**config.mk**
```make
export PLATFORM = sky130hd
export DESIGN_NAME = tick_timer
export DESIGN_NICKNAME = d
export VERILOG_FILES = /design/src/rtl/tick_timer.sv
export SDC_FILE = /design/constraint.sdc
export NUM_CORES = 1
export LEC_CHECK = 0
export BUFFER_PORTS_ARGS = -buffer_cell sky130_fd_sc_hd__buf_2
export CORE_UTILIZATION = 31
export CTS_CLUSTER_DIAMETER = 200
export DETAILED_ROUTE_END_ITERATION = 8
export SLEW_MARGIN = 20
export SYNTH_ARGS = -nofsm -noshare
export SYNTH_HDL_FRONTEND = slang
export SYNTH_SLANG_ARGS = --single-unit
```
**constraint.sdc**
```tcl
create_clock -name clk -period 9.1 [get_ports clk]
set_input_delay 0.91 -clock clk [delete_from_list [all_inputs] [get_ports clk]]
set_output_delay 0.91 -clock clk [all_outputs]
set_load 0.005 [all_outputs]
```
**src/rtl/tick_timer.sv**
```systemverilog
// rtl/tick_timer.sv - period tick timer with STOPPED/RUNNING/PAUSED control FSM
// Optional shortened soft-drop period is enabled by defining TICK_TIMER_SOFTDROP_EN.
module tick_timer #(
  parameter int                CNT_W          = 32,
  parameter int                TICK_W         = 3,
  parameter logic [CNT_W-1:0]  DEFAULT_PERIOD = CNT_W'(10000000),
  parameter int                SOFT_SHIFT     = 3
) (
  input  logic              clk,
  input  logic              rst,
  input  logic              start,
  input  logic              stop,
  input  logic              pause,
  input  logic              forceReset,
  input  logic              softDrop,
  input  logic [CNT_W-1:0]  period,
  output logic [TICK_W-1:0] sec,
  output logic              tick,
  output logic              wrap,
  output logic              running
);

  typedef enum logic [1:0] {
    S_STOPPED = 2'd0,
    S_RUNNING = 2'd1,
    S_PAUSED  = 2'd2
  } state_t;

  state_t           r_state;
  logic [CNT_W-1:0] r_count;
  logic [CNT_W-1:0] r_period_q;

  logic             w_count_en;
  logic             w_soft_sel;
  logic [CNT_W-1:0] w_soft_period;
  logic [CNT_W-1:0] w_base;
  logic [CNT_W-1:0] w_eff;
  logic [CNT_W-1:0] w_term;
  logic             w_hit;

  // Counting happens on any edge that leaves the timer in RUNNING, including
  // the edge that resumes from PAUSED.
  assign w_count_en    = (r_state != S_STOPPED) && !stop && !pause;
  assign w_soft_period = r_period_q >> SOFT_SHIFT;

`ifdef TICK_TIMER_SOFTDROP_EN
  assign w_soft_sel = softDrop && w_count_en;
`else
  logic w_unused;
  assign w_unused   = softDrop;
  assign w_soft_sel = 1'b0;
`endif

  assign w_base  = w_soft_sel ? w_soft_period : r_period_q;
  assign w_eff   = (w_base == '0) ? CNT_W'(1) : w_base;
  assign w_term  = w_eff - CNT_W'(1);
  // >= rather than == so a shortened period taking effect late still fires at once.
  assign w_hit   = r_count >= w_term;
  assign running = (r_state == S_RUNNING);

  always_ff @(posedge clk) begin
    if (rst) begin
      r_state    <= S_STOPPED;
      r_count    <= '0;
      r_period_q <= DEFAULT_PERIOD;
      sec        <= '0;
      tick       <= 1'b0;
      wrap       <= 1'b0;
    end else begin
      tick <= 1'b0;
      wrap <= 1'b0;
      if (forceReset) begin
        r_count    <= '0;
        sec        <= '0;
        r_period_q <= period;
      end else begin
        case (r_state)
          S_STOPPED: begin
            if (start && !stop) begin
              r_state    <= S_RUNNING;
              r_period_q <= period;
              r_count    <= '0;
            end
          end
          default: begin
            if (stop) begin
              r_state <= S_STOPPED;
              r_count <= '0;
            end else if (pause) begin
              r_state <= S_PAUSED;
            end else begin
              r_state <= S_RUNNING;
              if (w_hit) begin
                r_count    <= '0;
                tick       <= 1'b1;
                sec        <= sec + TICK_W'(1);
                wrap       <= &sec;
                r_period_q <= period;
              end else begin
                r_count <= r_count + CNT_W'(1);
              end
            end
          end
        endcase
      end
    end
  end

endmodule

```
[Word-level counts from Yosys, hierarchy flattened]
Index checks and enable logic that the tools add are counted.
Operators by class
  add/sub/neg operators: 3
  order comparisons: 1
  equal/unequal tests: 6
  mux-type cells: 17
  bitwise gates (word level): 5
  reductions and logical operators: 13
Operators by type and width (number)
  $mux 32: 12
  $add 32x1->32 const B: 1
  $ge 32x32->1: 1
  $logic_not 32->1: 1
  $sub 32x1->32 const B: 1
  $mux 2: 4
  $reduce_and 4->1: 2
  $ne 3x1->1 const B: 2
  $reduce_or 6->1: 1
  $not 1->1: 5
  $reduce_or 5->1: 1
  $reduce_and 2->1: 2
  $add 3x1->3 const B: 1
  $ne 3x2->1 const B: 1
  $ne 3x3->1 const B: 1
  $reduce_and 3->1: 1
  $reduce_bool 3->1: 1
  $eq 2x1->1 const B: 1
  $logic_not 2->1: 1
  $ne 2x2->1 const B: 1
  $reduce_or 2->1: 1
  $logic_and 1x1->1: 1
  $logic_not 1->1: 1
  $mux 1: 1
Word-level totals
  flip-flop bits (word level): 71
  input bits: 39
  output and inout bits: 6

[Depth between registers and ports, before layout]
  word-level depth: 9
  depth in mapped cells: 22

[Worst setup path after synthesis]
No wires, ideal clock.
  path kind: reg-to-reg
  start: reg r_period_q[10]
  end: reg r_count[29]
  setup time: 0.074 ns
  data arrival time: 5.163 ns
  data required time: 9.026 ns
  path slack: 3.863 ns
  stages on the path, launching flop included: 23
  path buffers: 2
  period minus slack after synthesis: 5.237 ns
  path through: dfxtp_1 > or4_4 > or4b_4 > or4b_4 > nor2_1 > a21oi_1 > ha_1 > nand2_1 > or2_2 > nor2_1 > nand2_1 > nor3_1 > xnor2_1 > ha_1 > nand4_1 > nor3_1 > a221oi_1 > nand2_1 > a2111oi_0 > buf_2 > buf_2 > a31oi_1 > a31oi_1
Between the ends
  longest elaborated chain between the ends: 8
RTL lines
  from (decl): line 31  | logic [CNT_W-1:0] r_period_q;
  from (signal assigned): line 75  | r_period_q <= period;
  from (signal assigned): line 81  | r_period_q <= period;
  from (signal assigned): line 98  | r_period_q <= period;
  $logic_not 32->1: line 55  | assign w_eff = (w_base == '0) ? CNT_W'(1) : w_base;
  $mux 32 *: line 55
  $sub 32x1->32 *: line 56  | assign w_term = w_eff - CNT_W'(1);
  $ge 32x32->1 *: line 58  | assign w_hit = r_count >= w_term;
  $mux 32 *: line 93  | if (w_hit) begin
  $mux 32 *: line 89  | end else if (pause) begin
  $mux 32 *: line 86  | if (stop) begin
  $mux 32 *: line 77  | case (r_state)
  to (signal assigned): line 100  | r_count <= r_count + CNT_W'(1);
  to (decl): line 30  | logic [CNT_W-1:0] r_count;
Every way passes the cells marked *; elsewhere a longest branch is shown, timed or not. The select of a mux whose other input is x is not followed.
A chain may end at the register's enable or synchronous reset.

[Worst setup path in the final report]
  start: reg r_period_q[5]
  end: reg r_period_q[10]
Between the ends
  longest elaborated chain between the ends: 6
RTL lines (line)
  $logic_not 32->1: 55
  $mux 32 *: 55
  $sub 32x1->32 *: 56
  $ge 32x32->1 *: 58
  $reduce_bool 3->1 (no line) *
  $reduce_and 4->1 (no line) *
Every way passes the cells marked *; elsewhere a longest branch is shown, timed or not.

==> impl_metrics.tcl <==
set metrics [dict create \
    status "finished clean" \
    cts_root_buf "clkbuf_16" \
    fin_crit_ns 6.53 \
    finClkSkew_ns 0.00424 \
    slew_headroom_pct 26.3 \
    num_antenna_cells 0 \
    wirelength_um 10800 \
    dieArea_um2 15000 \
    cp-startpoint "r_period_q[5]" \
    final_common_cell "dfxtp_1" \
    grt_max_degree 50 \
    finalMaxSlewViolations 0 \
    timing.rr.start "r_period_q[5]" \
    endpoint_kind "flop" \
    mostFrequentLayoutCells "dfxtp_1 (71), nor2_1 (58), a21oi_1 (57)" \
    p_per_area_nw_per_um2 144 \
    start_kind "flop" \
    combPwrFrac_pct 11.5 \
    antenna_found_initial 0 \
    core_area_um2 14000 \
    wl_per_cell_um 13.9 \
    timing.fmax_mhz 153 \
    grt_overflow 0 \
    die-height_um 123 \
    synth-seq-cells 71 \
    p_switching_mw 0.187 \
    grt.total_usage_pct 15.2 \
    rsz0062_at_grt "false" \
    num_rows 43 \
    cellLeakagePower_nw 1.99 \
    hold_viol 0 \
    hpwl_um 8150 \
    cts_resized 0 \
    io_buffers 43 \
    async_flop_share_pct 0 \
    setup-tns-final_ns 0 \
    holdBufCountCts 0 \
    crit_fanout 35 \
    hold_start "r_period_q[31]" \
    path_class "reg -> reg" \
    ir_worst_vdd_uv 102 \
    fin_nets 668 \
    fillCellCount 1445 \
    syn_inst 558 \
    ant_nets 0 \
    vias_per_cell 5.38 \
    cts_buffer_depth 2 \
    worstMarginPinSlew_ns 1.10 \
    pwr-share-seq_pct 44.7 \
    synth.avg_cell_area_um2 8.07 \
    arrival_ns 6.79 \
    via_count 4182 \
    p_sw_share_pct 25.1 \
    path_clk_slew_ns 0.05 \
    synth_edf_count 0 \
    period_share_pct 71.8 \
    setup_viol 0 \
    syn_to_final_growth_pct 15.1 \
    numClockSinks 71 \
    whs_ns 0.491 \
    drt_first_pass_iters 5 \
    place_congestion 0.811 \
    synth-seq-area-share_pct 31.5 \
    yosysWarnings 0 \
    p_int_mw 0.560 \
    grt_pass1_wl_um 18200 \
    min_path_type "reg -> reg" \
    htreeDepth 3 \
    start_util_pct 32.1 \
    ioPinCount 45 \
    drv_cap 0 \
    post-route-util_pct 36.9 \
    critPathRequiredTime_ns 9.36 \
    ys.flop_type "dfxtp_1" \
    final_layout_size_suffix_gt1_share_pct 16.7 \
    die_width_um 123 \
    post_cts_buffers 0 \
    grt_pass1_vias 3890 \
    syn_area_um2 4510 \
    drt_iter0_markers 198 \
    syn_nets 633 \
    synth_cell_types 50 \
    cts_made_buffers 9 \
    clock_latency_ns 0.33 \
    cts_tree "built" \
    drc 0 \
    pwr-share-clk_pct 43.7 \
]
worst max-delay path: stages (launching register included):
cell and delay [ns]:
dfxtp_1 0.36, or4_1 0.59, or4b_4 0.56, or4b_4 0.53, nor2_1 0.15, a21oi_1 0.11, ha_1 0.24, nand2_1 0.14
or2_2 0.17, nor2_1 0.08, nand2_1 0.22, nor3_1 0.12, xnor2_1 0.15, ha_1 0.31, nand4_1 0.19, nor3_1 0.08
a221oi_1 0.44, a21oi_1 0.18, a31oi_4 0.51, buf_4 0.43, and2_0 0.63, mux2i_1 0.26
layer usage:
metal	share of wire, %	vias up	track usage, %
li1	-	2121	-
met1	47	1924	20.0
met2	47	118	24.8
met3	4.1	19	1.77
met4	1.9	0	6.71
met5	0	-	0
synthesized netlist by cell type (2+ instances only):
| master | count | area, um^2 |
|---|---|---|
| nand2_1 | 42 | 158 |
| nor2b_1 | 7 | 43.8 |
| or4_1 | 3 | 22.5 |
| a21bo_2 | 24 | 240 |
| o21ai_0 | 20 | 100 |
| a211oi_1 | 5 | 37.5 |
| or3_1 | 5 | 31.3 |
| a22oi_1 | 2 | 15.0 |
| nand4_1 | 12 | 75.1 |
| o221ai_1 | 2 | 17.5 |
| buf_2 | 4 | 20.0 |
| nor2_1 | 59 | 221 |
| nor4bb_1 | 2 | 20.0 |
| ha_1 | 36 | 450 |
| a31oi_1 | 20 | 125 |
| and2_1 | 3 | 18.8 |
| xor2_1 | 10 | 87.6 |
| nand3_1 | 41 | 205 |
| inv_1 | 8 | 30.0 |
| mux2i_1 | 13 | 130 |
| and3_1 | 11 | 68.8 |
| or4b_4 | 2 | 27.5 |
| nor3_1 | 19 | 95.1 |
| nand2b_1 | 7 | 43.8 |
| or2_2 | 5 | 31.3 |
| or4_4 | 2 | 22.5 |
| clkbuf_1 | 19 | 71.3 |
| a21oi_1 | 57 | 285 |
| nor4_1 | 8 | 50.1 |
| dfxtp_1 | 71 | 1420 |
| xnor2_1 | 20 | 175 |
sequential cells by signal, summed over array words and instances, names as in the netlist:
| name | cells |
|---|---|
| wrap | 1 |
| r_count | 32 |
| r_state | 2 |
| sec | 3 |
| tick | 1 |
| r_period_q | 32 |
cell type report:
type | count | area (um^2) | area share (%)
Clock buffer | 13 | 260 | 5.02
Clock inverter | 3 | 17.5 | 0.338
Inverter | 8 | 30.0 | 0.579
Multi-Input combinational cell | 456 | 2990 | 57.6
Sequential cell | 71 | 1420 | 27.4
Tap cell | 180 | 225 | 4.34
Timing Repair Buffer | 47 | 245 | 4.73
path summary, 6_finish.rpt:
path,slack (ns),depth (start not counted),endpoint
setup / recovery,2.57,21,r_period_q[10]
hold / removal,0.49,2,r_period_q[31]
setup reg to reg,2.57,21,r_period_q[10]
hold reg to reg,0.49,2,r_period_q[31]
power by group through the flow:
stage / sequential, mW / clock, mW / combinational, mW
2_1_floorplan: 0.337 / 0 / 0.0630
3_3_place_gp: 0.340 / 0 / 0.0823
3_5_place_dp: 0.341 / 0 / 0.0863
4_1_cts: 0.334 / 0.333 / 0.0867
5_1_grt: 0.336 / 0.346 / 0.0975
6_report: 0.334 / 0.327 / 0.0861
through the flow:
stage                     setup slack, ns  cell area (um^2)  std cells  power [mW]
after floorplan                      3.86              4510        558       0.400
after global placement               2.73              4910        762       0.422
after detailed placement             2.57              4910        762       0.427
after CTS                            2.55              5190        778       0.754
after global routing                 2.08              5190        778       0.779
final                                2.57              5190        778       0.747
kinds of logic after synthesis:
family,synth area share [%]
multiplexers,2.89
flip-flops,31.5
AO/OA/AOI/OAI,20.4
adder cells (fa/ha/maj),10.0
buffers and inverters,2.69
AND/OR/NAND/NOR,26.6
XOR/XNOR,5.83
Note: power is estimated with default switching activity, not from simulation.
